<file path="src/rtl/byte_serializer.sv">
// rtl/byte_serializer.sv - parallel word to bit-serial shifter with valid/ready on both sides
module byte_serializer #(
  parameter int WIDTH     = 8,
  parameter bit MSB_FIRST = 1'b1
) (
  input  logic             clk,
  input  logic             rst_n,
  input  logic [WIDTH-1:0] in_data,
  input  logic             in_valid,
  output logic             in_ready,
  output logic             ser_out,
  output logic             ser_valid,
  input  logic             ser_ready,
  output logic             ser_last,
  output logic             busy,
  output logic             word_done
);

  localparam int CNT_W = $clog2(WIDTH);
  localparam logic [CNT_W-1:0] LAST_CNT = CNT_W'(WIDTH - 1);

  typedef enum logic {ST_IDLE, ST_SHIFT} state_e;

  state_e           state_q, state_d;
  logic [WIDTH-1:0] shreg_q, shreg_d;
  logic [CNT_W-1:0] cnt_q, cnt_d;
  logic             word_done_q, word_done_d;
  logic             shifting;
  logic             xfer;
  logic             load;

  assign shifting  = (state_q == ST_SHIFT);
  assign ser_valid = shifting;
  assign ser_out   = shifting & (MSB_FIRST ? shreg_q[WIDTH-1] : shreg_q[0]);
  assign ser_last  = shifting && (cnt_q == LAST_CNT);
  // Accepting on the last-bit transfer lets back-to-back words run without a bubble.
  assign in_ready  = !shifting || (ser_last && ser_ready);
  assign busy      = shifting;
  assign word_done = word_done_q;

  assign xfer = ser_valid && ser_ready;
  assign load = in_valid && in_ready;

  always_comb begin
    state_d     = state_q;
    shreg_d     = shreg_q;
    cnt_d       = cnt_q;
    word_done_d = xfer && ser_last;
    if (load) begin
      shreg_d = in_data;
      cnt_d   = '0;
      state_d = ST_SHIFT;
    end else if (xfer) begin
      shreg_d = MSB_FIRST ? {shreg_q[WIDTH-2:0], 1'b0} : {1'b0, shreg_q[WIDTH-1:1]};
      cnt_d   = cnt_q + CNT_W'(1);
      if (ser_last) begin
        state_d = ST_IDLE;
      end
    end
  end

  always_ff @(posedge clk) begin
    if (!rst_n) begin
      state_q     <= ST_IDLE;
      shreg_q     <= '0;
      cnt_q       <= '0;
      word_done_q <= 1'b0;
    end else begin
      state_q     <= state_d;
      shreg_q     <= shreg_d;
      cnt_q       <= cnt_d;
      word_done_q <= word_done_d;
    end
  end

endmodule

</file>
<file path="config.mk">
export PLATFORM = sky130hd
export DESIGN_NAME = byte_serializer
export DESIGN_NICKNAME = d
export VERILOG_FILES = /design/src/rtl/byte_serializer.sv
export SDC_FILE = /design/constraint.sdc
export NUM_CORES = 1
export LEC_CHECK = 0
export BUFFER_PORTS_ARGS = -buffer_cell sky130_fd_sc_hd__buf_2
export CORE_MARGIN = 5
export CORE_UTILIZATION = 47
export DETAILED_ROUTE_END_ITERATION = 8
export GPL_TIMING_DRIVEN = 0
export HOLD_SLACK_MARGIN = 0.05
export PLACE_DENSITY = 0.79
export SYNTH_ARGS = -nofsm -noshare
export SYNTH_HDL_FRONTEND = slang
export SYNTH_SLANG_ARGS = --single-unit
</file>
<file path="constraint.sdc">
create_clock -name clk -period 1.5 [get_ports clk]
set_clock_uncertainty 0.2 [all_clocks]
set_input_delay 0.3 -clock clk [delete_from_list [all_inputs] [get_ports clk]]
set_output_delay 0.3 -clock clk [all_outputs]
set_load 0.1 [all_outputs]
</file>
==> results.md, run 1 <==
Synth:
- Sorting the synthesized cells by area gives the leading types as sky130_fd_sc_hd__dfxtp_1 (31%), sky130_fd_sc_hd__mux2i_1 (9.5%), sky130_fd_sc_hd__mux2_4 (8.9%).
- The area fraction of the dominant cell type after synthesis is between 30 and 40%.
- For this run, the register share of the synthesized area comes to a little over 30%.
- The summed instance area of the synthesized netlist is approximately 840 um2.
- The number of distinct library cells after synthesis is 24.
- The largest total area in the synthesized netlist belongs to sky130_fd_sc_hd__dfxtp_1.
- For this run, the number of Yosys warnings is 0.
- The net count after synthesis is between 90 and 100.
- In this run, synthesis produced a sequential element count of 13.
- After synthesis, the mean cell area works out to between 10 and 15 um2.
- Synthesis produced 82 cells.

Run:
- The tool flagged a number of max-cap violations equal to 0.

Placed design:
- Summing all placed instances gives a cell area of between 1000 and 1500 um2.
- OpenSTA, run right after detailed placement, puts the worst setup slack at -0.322 ns.
- The final weighted congestion in routability-driven placement is roughly 0.71.
- The detailed placement HPWL is between 1000 and 1500 um.
- Input and output buffers added on the ports amount to 17.

Setup path:
- The cell that appears most often on the critical path is sky130_fd_sc_hd__ha_4.
- The cell family contributing the most delay on the critical path is flip-flops.
- The number of buffers and inverters on the critical path is 2.
- STA classifies the critical path startpoint as a register.
- The highest fanout seen on the critical path is 3.
- The worst-path cell with the longest stage delay is sky130_fd_sc_hd__dfxtp_2.
- Walking the worst path, the cells encountered are ha_4 -> ha_4 -> a21boi_4 -> inv_8 -> buf_12.
- The worst setup path is of the reg -> out kind.
- The worst path arrival time is ~1.4 ns.
- STA classifies the critical path endpoint as a primary output.
- On the worst path, the slowest cell contributes a delay of roughly 0.34 ns.
- Data on the critical path is required at its endpoint by 1.00 ns.

Worst hold path:
- The tightest min-delay check is of the in -> reg type.

Timing:
- Of the available clock period, the critical path in the final layout requires 124%.
- The count of final hold-check violations is 0.
- The maximum operating frequency is between 500 and 600 MHz.
- Setup violations remaining at the end of the flow were counted as 14.
- Setup repair after global routing could not meet its margin everywhere.
- The post-layout worst setup margin is -0.365 ns.
- The final critical path time including I/O delays and setup is around 1.9 ns.
- Measured against its own limit, the worst slew margin works out to 81.6%.
- The final max-slew violation count was 0.
- The transition time at the pin with the least slew margin is 0.279 ns.

Global route:
- Entering global routing, the biggest net connects 11 pins.
- Global routing finished with a remaining overflow of 0.
- Global routing used 15.8% of the available tracks.
- The via count of the first global-routing pass is 660.
- The initial antenna violation count came to 0.
- The first global-routing pass estimated approximately 3200 um of wire.

Die:
- For this configuration, the core starts out at a cell density of about half.
- The core box area is 1730 um2.
- The total die area is approximately 2700 um2.
- For this design the top-level I/O count stands at 18.
- The standard-cell row count is 15.
- The horizontal die dimension is 52.4 um.
- The die is roughly 52 um tall.

Clock network:
- At the later pin of the worst-skew pair, clock insertion delay measures about 0.28 ns.
- In this run the number of H-tree levels came out at 1.
- Hold repair after CTS inserted 0 buffers.
- The clock root buffer is sky130_fd_sc_hd__clkbuf_4.
- The TritonCTS clock tree is done.
- Clock-pin slew was measured on the worst setup and hold paths at ~0.090 ns.
- The clock passes through at most 2 buffers.
- The clock net in this run drives a total of 13 sinks.
- Clock tree synthesis inserted a total of 3 buffers.

Routing:
- For this block, the initial DRC count from the detailed router was 10.
- The first detailed-routing pass ran for 4 iterations.
- The final wirelength is approximately 2100 um.
- The total via count after detailed routing is between 700 and 800.
- The detailed-route wire length per cell is 15.4 um.
- Once detail routing completed, the nets flagged for antenna violations numbered 0.
- For this run, design rule violations remaining after detail routing come to 0.
- In the routed layout, each cell is associated on average with a via count of ~5.3.

Cells and area:
- The number of antenna diodes in the final layout is 0.
- The layout has 120 filler cells.
- The total non-filler cell area in the finished layout is 1230 um2.
- Relative to the synthesized area, the layout overhead comes to 45.8%.
- The ratio of cells with drive above 1 in the final layout is 60.2%.
- The net count of the finished layout is between 100 and 150.

Power:
- For this design the ratio of total power to cell area is around 750 nW/um2.
- The largest vdd supply drop is a little under 0.6 mV.
- The analysis attributes to cell leakage a power of ~0.52 nW.

Status:
- The flow ran to the end, but the final reports show violations.
- The final reports fail on negative setup slack.
worst register-to-register path, delay by kind of cell (launching register included):
kind	cells	cell delay, ns
buffers and inverters	3	0.34
adder cells (fa/ha/maj)	2	0.33
AO/OA/AOI/OAI	3	0.41
flip-flops	1	0.34
path summary, 6_finish.rpt:
check / startpoint / slack (ns) / depth (start not counted) / to
hold reg to reg: cnt_q[1] / 0.29 / 2 / cnt_q[1]
setup reg to reg: cnt_q[0] / -0.18 / 8 / cnt_q[1]
hold / removal: in_data[7] / 0.10 / 3 / shreg_q[7]
setup / recovery: cnt_q[0] / -0.36 / 5 / in_ready
cells in the mapped netlist:
cell type,count
sky130_fd_sc_hd__dfxtp_1,13
sky130_fd_sc_hd__xor2_1,1
sky130_fd_sc_hd__nand2b_1,8
sky130_fd_sc_hd__a21oi_1,4
sky130_fd_sc_hd__o221ai_1,3
sky130_fd_sc_hd__ha_1,2
sky130_fd_sc_hd__nand2_4,1
sky130_fd_sc_hd__buf_2,1
sky130_fd_sc_hd__and2_1,3
sky130_fd_sc_hd__o21ai_1,1
sky130_fd_sc_hd__nand2_1,5
sky130_fd_sc_hd__a21boi_0,1
sky130_fd_sc_hd__o221ai_2,5
sky130_fd_sc_hd__mux2_2,2
sky130_fd_sc_hd__buf_6,2
sky130_fd_sc_hd__mux2i_1,8
sky130_fd_sc_hd__a21oi_2,5
sky130_fd_sc_hd__nand4_1,1
sky130_fd_sc_hd__mux2_4,5
sky130_fd_sc_hd__nor2_1,2
sky130_fd_sc_hd__inv_1,2
sky130_fd_sc_hd__buf_4,4
sky130_fd_sc_hd__o21a_1,1
sky130_fd_sc_hd__nand3_1,2
placed cells by master, fill, tap and decap left out, drive strengths merged, types with 3 or more instances in the layout:
master	instances
nand2b	8
and2	3
clkbuf	4
buf	34
mux2	7
o221ai	8
dfxtp	13
nand2	6
a21oi	9
mux2i	8
metrics by stage:
stage / std cells / hold WS (ns) / utilization, % / power [W] / TNS (ns)
global placement: 124 / 0.266 / 59.0 / 0.000630 / -0.733
global route: 138 / 0.139 / 71.3 / 0.000964 / -2.28
floorplan: 82 / 0.258 / - / 0.000587 / -0.410
detailed placement: 124 / 0.278 / 59.0 / 0.000638 / -0.797
CTS: 137 / 0.131 / 68.9 / 0.000902 / -1.26
finish: 138 / 0.104 / 71.3 / 0.000918 / -1.60
flip-flops by register name, indices dropped and copies added, names as in the netlist:
signal / count
shreg_q: 8
cnt_q: 3
busy: 1
word_done: 1
cells by family after synthesis:
| family | Yosys count | synth area share (%) |
|---|---|---|
| AOI/OAI and AO/OA | 20 | 21.9 |
| xor gates and xnor gates | 1 | 1.04 |
| adders and majority gates | 2 | 2.96 |
| buffers and inverters | 9 | 7.70 |
| DFF | 13 | 30.8 |
| muxes | 15 | 21.0 |
| and+or+nand+nor | 22 | 14.5 |
power by group:
group,switching [W],leakage (nW),internal [W]
clock,0.000123,0.0150,0.000103
sequential,0.0000126,0.108,0.000368
combinational,0.000166,0.396,0.000146
total,0.000302,0.519,0.000616
per-layer routing:
metal | track usage, % | share of wire (%) | vias to the layer above
met2 | 26.2 | 49 | 18
met4 | 2.55 | 0.75 | 0
li1 | - | - | 363
met3 | 3.13 | 3.4 | 2
met5 | 0 | 0 | -
met1 | 21.3 | 47 | 342
what timing repair did:
item	4_1_cts	5_1_grt
setup endpoints to repair	6	16
gates resized for setup	22	9
pin swaps	3	4
buffers inserted	9	3
cell type report:
type	count	area [um2]	area share (%)
inverter	2	15.0	1.22
sequential	13	267	21.6
buffer	5	38.8	3.15
timing repair buffer	29	251	20.4
tap	25	31.3	2.54
multi-input combinational	60	602	48.9
clock buffer	4	26.3	2.13
No activity file was read; power rests on OpenSTA's default activity.
==> run 2: changes to the inputs <==
Clock period 1.5 ns to 1.55 ns, I/O delays scaled along.
==> run 2 against run 1 <==
Effect of this change: the run still ends with negative setup slack left; largest power group unchanged; global-route usage stayed put; register-to-register slack better by 0.05 ns; worst hold slack better by 0.012 ns; critical path type unchanged; critical endpoint unchanged; wire length is 0.71% lower; largest cell class unchanged.
==> results.md, run 2 (synthesized netlist as in run 1, its figures left out) <==
Cells and area:
- In the final layout, the registers with the most flip-flops are shreg_q x8, cnt_q x3.
- The layout overhead on the synthesized area is 44.7%.
- In the layout the commonest cells are sky130_fd_sc_hd__buf_4 (13), sky130_fd_sc_hd__buf_2 (12), sky130_fd_sc_hd__dfxtp_1 (10), sky130_fd_sc_hd__nand2b_1 (8).
- The total inserted antenna cells is 0.
- At the end of the flow the core is filled with cells to a little over two thirds.
- The total non-filler cell area in the finished layout is roughly 1200 um2.
- Leaving out fill and tap cells, the most frequent cell in the layout is sky130_fd_sc_hd__buf_4.
- Cells with a size suffix above 1 make up around 60% of the layout.
- The filler cell count is around 120.
- At the end of the flow, the number of nets in the layout was about 130.
- The register with the most flip-flops in the layout has 8 of them.
- shreg_q holds more flip-flops than any other register.

Timing:
- The headroom to the max-slew limit is between 70% and 80%.
- The final critical path time including I/O delays and setup is between 1.5 and 2 ns.
- The final max-slew violation count is 0.
- The post-layout worst setup margin is -0.326 ns.
- The count of final hold-check violations is 0.
- The tightest hold path in the finished design has a slack of between 0.1 and 0.15 ns.
- The transition time at the pin with the least slew margin is 0.302 ns.
- Setup repair after global routing could not meet its margin everywhere.
- The setup-violating endpoint count in the final report is 11.
- For this run, the top clock speed supported by timing is 533 MHz.
- The ratio of final minimum period to clock period is 121%.

Routing:
- The via-per-instance ratio is about 5.2.
- The routed length on met1 is approximately 1000 um.
- The first detailed-routing pass ran for 4 iterations.
- After detailed routing, the met3 layer carries 68 um of wire.
- The remaining antenna violation count after routing is 0.
- The routed layout has a little over 700 vias.
- The final wirelength is approximately 2100 um.
- In the routed design, unresolved DRC markers number 0.
- Summed over all nets, wire length on met2 after detailed routing comes to 1040 um.
- The highest metal layer carrying signal wires in the routed design is met3.
- The iteration-0 DRC count of the detailed router is 20.
- After detailed routing, the average wire length per cell comes to about 15 um.

Setup path:
- STA classifies the critical path startpoint as a register.
- At the worst endpoint, the arrival time is between 1 and 1.5 ns.
- The endpoint identified for the worst register-to-register timing path is cnt_q[1].
- In this run the critical register-to-register path is launched from cnt_q[0].
- The kind of end point of the critical path is a primary output.
- STA puts the critical path data required time at approximately 1.0 ns.
- Measured in cells, the most critical reg-to-reg path has a length of 8.
- In this run the register-to-register setup slack is -0.13 ns.
- Of all nets on the critical path, the largest fanout is 3.
- The category of the critical setup timing path is reg -> out.

Power:
- The analysis attributes to cell leakage a power of between 0.5 and 0.6 nW.
- The clock network accounts for between 20% and 30% of the total power.
- Sequential cells account for 41.6% of the total power.
- For this design the total switching power over the nets is 0.000290 W.
- VDD sags by at most roughly 0.56 mV.
- The power per standard cell area is 723 nW/um2.
- Internal power comes to just under 0.0006 W.
- The share of power burned in combinational logic is 33.6%.
- Net switching is between 30% and 40% of the power.

Worst hold path:
- The path category of the worst min-delay check is in -> reg.
- The worst hold path was traced through 3 stages.
- The startpoint identified for the worst hold timing path is in_data[7].
- The end of the worst hold path is shreg_q[7].

Placed design:
- The count of input and output buffers is 17.
- The final weighted congestion in routability-driven placement is a little over 0.7.
- After legalization and detailed placement, the total HPWL measured 1330 um.
- After detailed placement, the total cell area comes to 1020 um2.

Clock network:
- The CTS buffer count is 3.
- The number of sinks on the clock net is 13.
- TritonCTS built the clock tree.
- Clock-pin slew was measured on the worst setup and hold paths at around 0.09 ns.
- The insertion delay to the later sink of the worst-skew pair is roughly 0.28 ns.
- The H-tree level count is 1.
- The maximum root-to-sink buffer count is 2.
- The clock root buffer is sky130_fd_sc_hd__clkbuf_4.

Status:
- The final reports fail on negative setup slack.
- The run finished, with violations left.

Global route:
- The initial antenna violation count was 0.
- The total overflow left after global routing is 0.
- The largest net degree at the start of global routing is 11.
- The via count of the first global-routing pass is between 600 and 700.
- The total routing resource utilization after global routing is ~16%.
- The wire length of the first global-routing pass is about 3200 um.

Die:
- The overall die height is about 52 um.
- The floorplan has 15 rows.
- The floorplan step defined a die boundary enclosing about 2700 um2.
- In this run the horizontal extent of the chip is 52.4 um.
- The initial utilization of the core area, before any placement, comes to just under 50%.
- The region available for standard cell placement spans 1730 um2.
- During I/O placement, the number of pins put on the boundary was 18.

Run:
- The max-cap check violation count is 0.
==> run 2: changes by cell type in the layout (fill, tap and decap cells not counted), sizes merged <==
cell	previous run	this run
buf	34	33
clkbuf	4	5
==> run 2: cell type report <==
| class | instances | area (um2) | area share (%) |
|---|---|---|---|
| Tap cell | 25 | 31.3 | 2.56 |
| Inverter | 2 | 15.0 | 1.23 |
| Buffer | 5 | 38.8 | 3.17 |
| Clock buffer | 4 | 26.3 | 2.15 |
| Multi-Input combinational cell | 60 | 602 | 49.2 |
| Sequential cell | 13 | 267 | 21.8 |
| Timing Repair Buffer | 29 | 243 | 19.9 |
==> run 2: what timing repair did <==
action,CTS,global route
hold buffers,0,0
cloned,0,0
buffers inserted,9,3
setup endpoints to repair,5,14
resized for setup,19,10
pin swaps,2,5
==> run 2: worst max path at each step <==
stage	end	start	slack [ns]	depth (start not counted)
final	in_ready	cnt_q[0]	-0.33	5
after global routing	in_ready	cnt_q[0]	-0.37	5
after CTS	in_ready	cnt_q[0]	-0.34	5
after detailed placement	in_ready	cnt_q[0]	-0.28	5
after global placement	in_ready	cnt_q[0]	-0.24	5
after floorplan	ser_last	busy	-0.14	3
==> run 2: routing by layer <==
layer  GRT usage (%)  vias up
li1                -      363
met3            3.13        0
met4            2.55        0
met2            26.2       18
met1            21.3      341
met5               0        -
==> run 2: per-stage QoR <==
step | std cells | TNS [ns] | worst slack (ns) | power (W)
2_1_floorplan | 82 | -0.290 | -0.143 | 0.000568
4_1_cts | 137 | -0.845 | -0.339 | 0.000870
3_3_place_gp | 124 | -0.613 | -0.242 | 0.000610
5_1_grt | 138 | -1.60 | -0.373 | 0.000928
6_report | 138 | -1.00 | -0.326 | 0.000883
3_5_place_dp | 124 | -0.677 | -0.282 | 0.000617
==> run 2: power by group through the flow <==
stage	Clock [W]	Combinational, W	Sequential (W)
floorplan	0	0.000181	0.000387
global placement	0	0.000234	0.000376
detailed placement	0	0.000239	0.000378
CTS	0.000221	0.000281	0.000368
global route	0.000243	0.000314	0.000370
finish	0.000219	0.000297	0.000368
==> run 2: worst max-delay path: stages, from the launching register on <==
cell and delay [ns]:
sky130_fd_sc_hd__dfxtp_2 0.34, sky130_fd_sc_hd__ha_4 0.16, sky130_fd_sc_hd__ha_4 0.17, sky130_fd_sc_hd__a21boi_4 0.21, sky130_fd_sc_hd__inv_8 0.04, sky130_fd_sc_hd__buf_12 0.16
==> run 3: changes to the inputs <==
Settings changed: SETUP_SLACK_MARGIN set to 0.2.
==> run 3 against run 2 <==
Effect of this change: the run still ends with negative setup slack left; worst hold slack better by 0.0034 ns; die area unchanged; total power up 1.1%; setup slack worse by 0.00084 ns; wire length down 0.76%; sequential power about the same; sequential cell count unchanged; core utilization up 1.6 points; register-to-register slack better by 0.14 ns; final area up 2.3%; critical path type unchanged; highest routed layer is now met4.
==> results.md, run 3 (synthesized netlist as in run 1, its figures left out) <==
Status:
- The flow ran to the end, but the final reports show violations.
- The checks that failed: negative setup slack.

Timing:
- The post-layout worst setup margin is -0.327 ns.
- Setup violations remaining at the end of the flow were counted as 3.
- The final critical path time including I/O delays and setup is 1.88 ns.
- Setup repair after global routing could not meet its margin everywhere.
- The headroom to the max-slew limit is a little over 80%.
- The ratio of final minimum period to clock period is 121%.
- Derived from the worst setup path, the maximum achievable clock frequency is 533 MHz.
- The worst-case hold slack is between 0.1 and 0.15 ns.
- The final max-slew violation count came to 0.
- The transition time at the pin with the least slew margin is 0.270 ns.
- Summed over all failing endpoints, the final setup total negative slack is -0.691 ns.
- The count of final hold-check violations is 0.

Clock network:
- The H-tree level count is 1.
- The CTS buffer count is 3.
- The tree is rooted in a sky130_fd_sc_hd__clkbuf_4.
- Clock-pin slew was measured on the worst setup and hold paths at roughly 0.08 ns.
- The insertion delay to the later sink of the worst-skew pair is approximately 0.28 ns.
- Hold repair after CTS inserted 0 buffers.
- Counting along the longest clock path gives a buffer depth of 2.
- The clock drives 13 sinks.
- TritonCTS built the clock tree.

Power:
- Net switching is about a third of the power.
- The clock network is responsible for about a quarter of the overall power.
- The largest vdd supply drop is 0.663 mV.
- The static leakage is 0.526 nW.
- The switching power is between 0.0002 and 0.0003 W.
- Combinational logic is responsible for approximately a third of the overall power.
- Power spread over the standard cell area amounts to between 700 and 800 nW/um2.
- The power share of the sequential group is 41.3%.
- Cell internal power was estimated by the tool at just over 0.0006 W.
- The overall power consumption is just under 0.0009 W.

Cells and area:
- The library cell used most frequently in the layout, excluding fill and tap cells, is sky130_fd_sc_hd__buf_2.
- The core utilization of the finished layout is just over 70%.
- The layout net count is ~130.
- In the layout the commonest cells are sky130_fd_sc_hd__buf_2 (12), sky130_fd_sc_hd__buf_4 (10), sky130_fd_sc_hd__dfxtp_1 (9), sky130_fd_sc_hd__nand2b_1 (8).
- The ratio of cells with drive above 1 in the final layout is roughly three fifths.
- shreg_q holds more flip-flops than any other register.
- The filler cell count is between 100 and 150.
- Summing all flip-flop and latch instances after layout gives between 200 and 300 um2.
- The largest registers in the layout are shreg_q x8, cnt_q x3.
- The register with the most flip-flops in the layout has 8 of them.
- 0 antenna diodes ended up in the layout.
- The layout overhead on the synthesized area is 48.0%.
- In the final layout, the multi-input gates occupy 584 um2.

Global route:
- The via count of the first global-routing pass is 771.
- The total grt overflow is 0.
- The total routing resource utilization after global routing is between 10% and 20%.
- Entering global routing, the biggest net connects 11 pins.
- The initial antenna violation count is 0.
- The first global-routing pass estimated between 3000 and 4000 um of wire.

Setup path:
- Of all nets on the critical path, the largest fanout is 3.
- For the worst setup path, the data required time is 1.04 ns.
- The kind of end point of the critical path is a primary output.
- The worst setup path is of the reg -> out kind.
- The startpoint kind of the worst setup timing path is a register.
- The worst path arrival time is 1.37 ns.

Die:
- The total die area is ~2700 um2.
- In this run the standard cell core region covers between 1500 and 2000 um2.
- For this configuration, the core starts out at a cell density of between 40% and 50%.
- The standard-cell row count is 15.
- The number of top-level pins is 18.
- The die is 52.4 um tall.
- The horizontal die dimension is about 52 um.

Placed design:
- The detailed placement HPWL is ~1300 um.
- The count of input and output buffers is 17.
- The congestion estimate from routability-driven global placement came to between 0.7 and 0.8.

Routing:
- The remaining routing DRC violations is 0.
- The first routing iteration left 11 violations.
- Dividing the detail-routed wire length by the instance count gives ~15 um.
- The routed layout has ~740 vias.
- The via-per-instance ratio is between 5 and 6.
- The final wirelength is ~2100 um.
- The length of the first detailed-routing pass in iterations is 4.
- The detail route stage leaves a number of antenna-violating nets equal to 0.

Worst hold path:
- The path class of the tightest hold or removal check is in -> reg.

Run:
- The tool flagged a number of max-cap violations equal to 0.
## run 3: power groups by stage
stage / Clock, W / Combinational, W / Sequential, W
final: 0.000219 / 0.000305 / 0.000369
after global placement: 0 / 0.000234 / 0.000376
after floorplan: 0 / 0.000181 / 0.000387
after detailed placement: 0 / 0.000239 / 0.000377
after global routing: 0.000244 / 0.000323 / 0.000372
after CTS: 0.000219 / 0.000295 / 0.000368
## run 3: critical path: stages (launching register included)
cell	delay, ns
sky130_fd_sc_hd__dfxtp_2	0.34
sky130_fd_sc_hd__ha_4	0.16
sky130_fd_sc_hd__ha_4	0.17
sky130_fd_sc_hd__a21boi_4	0.21
sky130_fd_sc_hd__inv_8	0.04
sky130_fd_sc_hd__buf_12	0.16
## run 3: per-stage QoR
step / std cells / instance area, um2 / setup slack (ns)
after floorplan: 82 / 903 / -0.143
after global placement: 124 / 1020 / -0.260
after detailed placement: 124 / 1020 / -0.274
after CTS: 137 / 1220 / -0.331
after global routing: 138 / 1250 / -0.372
final: 138 / 1250 / -0.327
## run 3: repair_timing
action / CTS / global route
setup endpoints to repair: 17 / 18
pin swaps: 3 / 4
resized for setup: 30 / 5
setup buffers: 9 / 1
## run 3: layout make-up
type	instances	share of cell area (%)
Clock buffer	4	2.10
Multi-Input combinational cell	60	46.7
Sequential cell	13	21.4
Inverter	2	1.20
Tap cell	25	2.50
Timing Repair Buffer	27	20.2
Buffer	7	5.81
## run 3: worst paths after layout
check        startpoint          to  slack, ns  depth (start not counted)
max            cnt_q[1]    in_ready      -0.33                          5
min          in_data[1]  shreg_q[1]       0.12                          3
max reg2reg    cnt_q[1]    cnt_q[1]       0.01                          6
min reg2reg    cnt_q[2]    cnt_q[2]       0.31                          2
## run 3: per-layer routing
| layer | up-vias | GRT usage (%) | routed length, um |
|---|---|---|---|
| li1 | 359 | - | - |
| met1 | 364 | 20.0 | 889 |
| met2 | 12 | 30.4 | 1090 |
| met3 | 4 | 5.13 | 96 |
| met4 | 0 | 3.83 | 18 |
| met5 | - | 0 | 0 |
